File: config.mk
export PLATFORM = sky130hd
export DESIGN_NAME = uart_rx_multi
export DESIGN_NICKNAME = d
export VERILOG_FILES = /design/src/rtl/uart_rx_multi.sv
export SDC_FILE = /design/constraint.sdc
export NUM_CORES = 1
export LEC_CHECK = 0
export CAP_MARGIN = 30
export CORE_AREA = 2 2 108 110
export DETAILED_ROUTE_END_ITERATION = 8
export DIE_AREA = 0 0 110 112
export HOLD_SLACK_MARGIN = 0.02
export PLACE_DENSITY = 0.87
export SYNTH_ARGS = -nofsm -noshare
export SYNTH_HDL_FRONTEND = slang
export SYNTH_SLANG_ARGS = --single-unit
File: constraint.sdc
create_clock -name clk -period 3.8 [get_ports clk]
set_input_delay 0.95 -clock clk [delete_from_list [all_inputs] [get_ports clk]]
set_output_delay 0.95 -clock clk [all_outputs]
set_load 0.01 [all_outputs]
File: src/rtl/uart_rx_multi.sv
// Oversampling UART receiver with configurable frame format, majority-vote bit
// sampling, break detection and a small RX FIFO drained by a req/ready handshake.
module uart_rx_multi #(
  parameter int unsigned DATA_BITS  = 8,
  parameter int unsigned PARITY     = 0,
  parameter int unsigned STOP_BITS  = 1,
  parameter int unsigned FIFO_DEPTH = 4
) (
  input  logic                          clk,
  input  logic                          reset_,
  input  logic [15:0]                   baud_div,
  input  logic                          uart_rx,
  output logic                          rx_req,
  input  logic                          rx_ready,
  output logic [DATA_BITS-1:0]          rx_data,
  output logic                          rx_parity_err,
  output logic                          rx_frame_err,
  output logic                          rx_break,
  output logic                          rx_overrun,
  input  logic                          overrun_clr,
  output logic [$clog2(FIFO_DEPTH):0]   fifo_level,
  output logic                          rx_active
);

  localparam int unsigned PTR_W   = $clog2(FIFO_DEPTH);
  localparam int unsigned LVL_W   = PTR_W + 1;
  localparam int unsigned ENTRY_W = DATA_BITS + 3;
  localparam int unsigned CNT_W   = 4;
  localparam int unsigned DIV_W   = 16;
  localparam bit          ODD     = (PARITY == 1);

  typedef enum logic [2:0] {
    S_IDLE, S_START, S_DATA, S_PARITY, S_STOP, S_BREAK_WAIT
  } state_t;

  state_t state, state_nxt;

  logic sync_d, sync_dd, line_p1;
  logic sync_dd_c, fall_c;

  logic [DIV_W-1:0]     div_reload, div_cnt, reload_c;
  logic [CNT_W-1:0]     sub_cnt, bit_cnt;
  logic                 samp7, samp8;
  logic                 tick_c, sample_c, bit_val_c;

  logic [DATA_BITS-1:0] shift_reg;
  logic                 par_bit, par_err, frm_err, stop_cnt;
  logic                 data_zero_c;
  logic                 start_c, shift_c, par_c, stop_c, wr_c, brk_c;

  logic                 wr_q;
  logic [ENTRY_W-1:0]   wr_entry;

  // Two-flop synchroniser plus one history flop for falling-edge detection
  always_ff @(posedge clk or negedge reset_) begin
    if (!reset_) begin
      sync_d  <= 1'b1;
      sync_dd <= 1'b1;
      line_p1 <= 1'b1;
    end else begin
      sync_d  <= uart_rx;
      sync_dd <= sync_d;
      line_p1 <= sync_dd;
    end
  end

  assign sync_dd_c   = sync_dd;
  assign fall_c      = line_p1 & ~sync_dd_c;
  assign reload_c    = (baud_div == 16'd0) ? 16'd0 : baud_div - 16'd1;
  assign tick_c      = (state != S_IDLE) && (div_cnt == '0);
  assign sample_c    = tick_c && (sub_cnt == 4'd9);
  assign bit_val_c   = (samp7 & samp8) | (samp7 & sync_dd_c) | (samp8 & sync_dd_c);
  assign data_zero_c = (shift_reg == '0);

  // State register; rx_active follows the next state so it is registered
  always_ff @(posedge clk or negedge reset_) begin
    if (!reset_) begin
      state     <= S_IDLE;
      rx_active <= 1'b0;
    end else begin
      state     <= state_nxt;
      rx_active <= (state_nxt != S_IDLE);
    end
  end

  always_comb begin
    state_nxt = state;
    start_c   = 1'b0;
    shift_c   = 1'b0;
    par_c     = 1'b0;
    stop_c    = 1'b0;
    wr_c      = 1'b0;
    brk_c     = 1'b0;
    case (state)
      S_IDLE: begin
        if (fall_c) begin
          start_c   = 1'b1;
          state_nxt = S_START;
        end
      end
      S_START: begin
        if (sample_c) state_nxt = bit_val_c ? S_IDLE : S_DATA;
      end
      S_DATA: begin
        if (sample_c) begin
          shift_c = 1'b1;
          if (bit_cnt == CNT_W'(DATA_BITS - 1))
            state_nxt = (PARITY != 0) ? S_PARITY : S_STOP;
        end
      end
      S_PARITY: begin
        if (sample_c) begin
          par_c     = 1'b1;
          state_nxt = S_STOP;
        end
      end
      S_STOP: begin
        if (sample_c) begin
          stop_c = 1'b1;
          // An all-zero frame through the first stop bit is a break
          if (!stop_cnt && !bit_val_c && data_zero_c && !par_bit) begin
            brk_c     = 1'b1;
            wr_c      = 1'b1;
            state_nxt = S_BREAK_WAIT;
          end else if ((STOP_BITS == 2) && !stop_cnt) begin
            state_nxt = S_STOP;
          end else begin
            wr_c      = 1'b1;
            state_nxt = S_IDLE;
          end
        end
      end
      S_BREAK_WAIT: begin
        if (sync_dd_c) state_nxt = S_IDLE;
      end
      default: state_nxt = S_IDLE;
    endcase
  end

  // Tick generator, sample capture and frame datapath
  always_ff @(posedge clk or negedge reset_) begin
    if (!reset_) begin
      div_reload <= '0;
      div_cnt    <= '0;
      sub_cnt    <= '0;
      bit_cnt    <= '0;
      samp7      <= 1'b1;
      samp8      <= 1'b1;
      shift_reg  <= '0;
      par_bit    <= 1'b0;
      par_err    <= 1'b0;
      frm_err    <= 1'b0;
      stop_cnt   <= 1'b0;
      wr_q       <= 1'b0;
      wr_entry   <= '0;
    end else begin
      wr_q <= wr_c;
      if (start_c) begin
        div_reload <= reload_c;
        div_cnt    <= reload_c;
        sub_cnt    <= '0;
        bit_cnt    <= '0;
        shift_reg  <= '0;
        par_bit    <= 1'b0;
        par_err    <= 1'b0;
        frm_err    <= 1'b0;
        stop_cnt   <= 1'b0;
      end else if (state != S_IDLE) begin
        if (tick_c) begin
          div_cnt <= div_reload;
          sub_cnt <= sub_cnt + 4'd1;
          if (sub_cnt == 4'd7) samp7 <= sync_dd_c;
          if (sub_cnt == 4'd8) samp8 <= sync_dd_c;
        end else begin
          div_cnt <= div_cnt - 16'd1;
        end
      end
      if (shift_c) begin
        shift_reg <= {bit_val_c, shift_reg[DATA_BITS-1:1]};
        bit_cnt   <= bit_cnt + 4'd1;
      end
      if (par_c) begin
        par_bit <= bit_val_c;
        par_err <= (^shift_reg) ^ bit_val_c ^ ODD;
      end
      if (stop_c) begin
        stop_cnt <= 1'b1;
        if (!bit_val_c) frm_err <= 1'b1;
      end
      if (wr_c) begin
        wr_entry <= brk_c ? {1'b1, 1'b1, 1'b0, {DATA_BITS{1'b0}}}
                          : {1'b0, frm_err | ~bit_val_c, par_err, shift_reg};
      end
    end
  end

  logic [ENTRY_W-1:0] mem [FIFO_DEPTH];
  logic [PTR_W-1:0]   wr_ptr, rd_ptr, rd_ptr_nxt;
  logic [LVL_W-1:0]   level_nxt;
  logic [ENTRY_W-1:0] head_nxt;
  logic               pop_c, push_c, drop_c, full_c;

  assign pop_c      = rx_req & rx_ready;
  assign full_c     = (fifo_level == LVL_W'(FIFO_DEPTH));
  assign push_c     = wr_q & (~full_c | pop_c);
  assign drop_c     = wr_q & full_c & ~pop_c;
  assign level_nxt  = fifo_level + LVL_W'(push_c) - LVL_W'(pop_c);
  assign rd_ptr_nxt = rd_ptr + PTR_W'(pop_c);

  // Next head entry: bypass the write data when the FIFO would otherwise drain
  always_comb begin
    head_nxt = '0;
    if (level_nxt != '0) begin
      if (fifo_level == LVL_W'(pop_c)) head_nxt = wr_entry;
      else                             head_nxt = mem[rd_ptr_nxt];
    end
  end

  always_ff @(posedge clk) begin
    if (push_c) mem[wr_ptr] <= wr_entry;
  end

  always_ff @(posedge clk or negedge reset_) begin
    if (!reset_) begin
      wr_ptr        <= '0;
      rd_ptr        <= '0;
      fifo_level    <= '0;
      rx_req        <= 1'b0;
      rx_data       <= '0;
      rx_parity_err <= 1'b0;
      rx_frame_err  <= 1'b0;
      rx_break      <= 1'b0;
      rx_overrun    <= 1'b0;
    end else begin
      if (push_c) wr_ptr <= wr_ptr + PTR_W'(1);
      rd_ptr     <= rd_ptr_nxt;
      fifo_level <= level_nxt;
      rx_req     <= (level_nxt != '0);
      {rx_break, rx_frame_err, rx_parity_err, rx_data} <= head_nxt;
      if (drop_c)           rx_overrun <= 1'b1;
      else if (overrun_clr) rx_overrun <= 1'b0;
    end
  end

`ifndef SYNTHESIS
  always_ff @(posedge clk) begin
    if (reset_ && wr_q)
      $display("uart_rx_multi %m: data=0x%h parity_err=%0b frame_err=%0b break=%0b dropped=%0b",
               wr_entry[DATA_BITS-1:0], wr_entry[DATA_BITS], wr_entry[DATA_BITS+1],
               wr_entry[DATA_BITS+2], drop_c);
  end
`endif

endmodule

==> impl_results.md <==
- Status: finished, final reports clean
- Global-route wire length before repair: roughly 23 mm
- Top register by number of flip-flops: mem
- Placer congestion estimate: just over 0.9
- Area of the die: 12,300 um^2
- Top Registers: mem x44, div_cnt x16, div_reload x16
- Average instance area after synthesis: around 11 um^2
- H-Tree Depth: 4
- Critical Path Sink Type: register
- Fraction of power consumed by sequential logic: 0.438
- Vias in the first global route: approximately 4.7k
- Setup repair after global routing missed its margin: no
- Syn nets: just over 600
- Die Span Y: between 100 and 150 um
- Worst slew pin tran: a little under 0.9 ns
- Antenna cells: 0
- Maximum VDD drop: 0.384 mV
- Hpwl dp: slightly below 10 mm
- Instance count of the mapped netlist: slightly below 600
- Gate power share: 0.208
- Data required time at the worst endpoint: ~4.1 ns
- Yosys warning total: 0
- Standard-cell row count: 39
- Initial core utilization: 0.590
- CTS Hold Bufs: 0
- Pwr dens: about 580 nW/um^2
- I/O Pins: 38
- Leading post-synthesis cells by cell area: dfrtp_1 33%, edfxtp_1 20%, mux4_2 3.8%, nand2_1 3.7%, ha_1 3.4%
- Quantity of gates resized following cts: 0
- Port bufs: 37
- Filler cells: around 820
- Max clock buf depth: 2
- Type of the setup path with the least slack: input pin to register
- First-pass iteration count of the detailed router: 5
- Post-Route WL: ~14 mm
- Share of flip-flops with an asynchronous set or reset after synthesis: 0.679
- Num CTS Buffers: 17
- Final Slew Violations: 0
- Total leakage power: roughly 0.0033 uW
- CTS tree: yes
- Fraction of final layout cells with drive strength greater than 1: 0.118
- Post-CTS setup-driven buffer insertion count: 0
- Vias per cell: 6.10
- Average wire per cell in the routed design: about 18 um
- CTS Sinks: roughly 140
- Proportion of synthesized chip area in sequential cells: 0.554
- Antenna violations before repair: 0
- Clock transition at the register clock pins on the worst setup and hold paths after CTS: 0.06 ns
- Worst hold-check slack: ~0.35 ns
- Leading register cell type out of synthesis: dfrtp_1
- Overall fraction of global-route tracks in use: 0.246
- Min-Delay Path Class: register to register
- Worst-case headroom to the max-slew limit: 0.405
- Switching power: about 1400 uW
- Maximum number of pins on one net before global-route repair: a little over 70
- Setup TNS Final: 0 ns
- Setup violation total in the final timing report: 0
- Final Hold Violating Endpoints: 0
- DRC violation total after the first TritonRoute iteration: between 300 and 400
- Crit-path max FO: 12
- Max-cap violations: 0
- Share of the synthesized area in the top cell type: 0.334
- Leading cell types in the layout, fill and taps excluded: 88 x dfrtp_1, 65 x nand2_1, 44 x edfxtp_1
- Clock network power share: 0.355
- Total overflow reported by the global router: 0
- Internal power: between 3000 and 4000 uW
- Max frequency: 310 MHz
- Routed Antenna Nets: 0
- Worst Skew: 0.0101 ns
- Library cell with the largest summed area after synthesis: dfrtp_1
- Die W: roughly 110 um
- Distinct cell type count of the synthesized netlist: 71
- Critical path startpoint category: input pin
- Flops & latches, synth: around 140
- Share of the clock period used by the worst path after layout: 0.849
- Count of flip-flops with a built-in enable after synthesis: 44
- Number of flip-flops in the largest register: 44
- Cell area after synthesis: between 6000 and 7000 um^2
- Signal arrival time at the worst endpoint: between 3 and 4 ns
- Final period demand of the worst path: 3.23 ns
- Placeable Area: roughly 11,000 um^2
- Latest clock arrival within the worst-skew pair: about 0.42 ns
- Clock root buffer: clkbuf_16
- DRC Markers: 0
- Switching power share of the total: 0.309
- Final net count: 662
- Via count: approximately 4.7k
- Area added between synthesis and finish: 16.5%
- Most common library cell in the layout ignoring fill and taps: dfrtp_1
layout make-up:
class / instances / area, um^2 / share of cell area
sequential: 137 / 3650 / 0.476
clock buffer: 18 / 429 / 0.0558
inverter: 32 / 120 / 0.0156
clock inverter: 14 / 141 / 0.0184
multi-input combinational: 387 / 2720 / 0.354
timing repair buffer: 47 / 443 / 0.0576
tap: 143 / 179 / 0.0233
routing by layer:
layer / share of wire / vias to the layer above / wire length, um / global-route usage
met5: 0 / - / 0 / 0
met4: 0.024 / 0 / 331 / 0.109
met3: 0.049 / 33 / 688 / 0.0492
met2: 0.53 / 194 / 7320 / 0.412
met1: 0.40 / 2320 / 5600 / 0.306
li1: - / 2201 / - / -
synthesized netlist by cell type, drive strengths merged, types with 12 or more instances:
cell	count
mux2i	16
clkbuf	15
o21ai	39
dfrtp	88
nor2	38
ha	18
inv	32
a21oi	12
nand3	29
nor3	15
nand2	65
edfxtp	44
xnor2	16
stage by stage:
step,util,cells,setup WS (ns),total power (uW),cell area (um^2)
6_report,0.688,778,0.574,4460,7690
3_3_place_gp,0.637,746,0.354,2830,7120
3_5_place_dp,0.637,746,0.176,2880,7120
2_1_floorplan,-,578,0.415,2590,6600
4_1_cts,0.688,778,0.588,4460,7690
5_1_grt,0.688,778,0.225,4680,7690
power groups by stage:
| stage | sequential [uW] | clock [uW] | combinational [uW] |
|---|---|---|---|
| finish | 1950 | 1580 | 926 |
| global placement | 1960 | 0 | 872 |
| global route | 1980 | 1670 | 1030 |
| detailed placement | 1970 | 0 | 916 |
| floorplan | 1920 | 0 | 671 |
| CTS | 1940 | 1590 | 926 |
path summary, 6_finish.rpt:
kind	startpoint	end	slack, ns	cells after the start
setup reg to reg	fifo_level[1]$_DFF_PN0_	rx_frame_err$_DFF_PN0_	1.15	13
min in group asynchronous	reset_	fifo_level[2]$_DFF_PN0_	0.64	1
setup / recovery	rx_ready	rx_frame_err$_DFF_PN0_	0.57	14
hold / removal	sync_d$_DFF_PN1_	sync_dd$_DFF_PN1_	0.35	0
hold reg to reg	sync_d$_DFF_PN1_	sync_dd$_DFF_PN1_	0.35	0
max in group asynchronous	reset_	rx_break$_DFF_PN0_	2.41	2
critical path, cell delays in order:
cell and delay, ns:
clkdlybuf4s50_1 0.46, nand2_1 0.12, a31oi_1 0.26, inv_1 0.07, ha_1 0.29, inv_1 0.06, ha_1 0.13, inv_1 0.05
fa_1 0.39, xnor2_1 0.16, xnor2_1 0.16, nor3_1 0.14, buf_4 0.21, nor2_1 0.07
cell families after synthesis:
family | Yosys count | share of synthesized area
AND/OR/NAND/NOR | 208 | 0.169
flip-flops | 137 | 0.554
AO/OA/AOI/OAI | 102 | 0.102
buffers and inverters | 54 | 0.0336
multiplexers | 31 | 0.0687
XOR/XNOR | 27 | 0.0359
adder cells (fa/ha/maj) | 19 | 0.0372
Power figures use the tool's default switching activity.
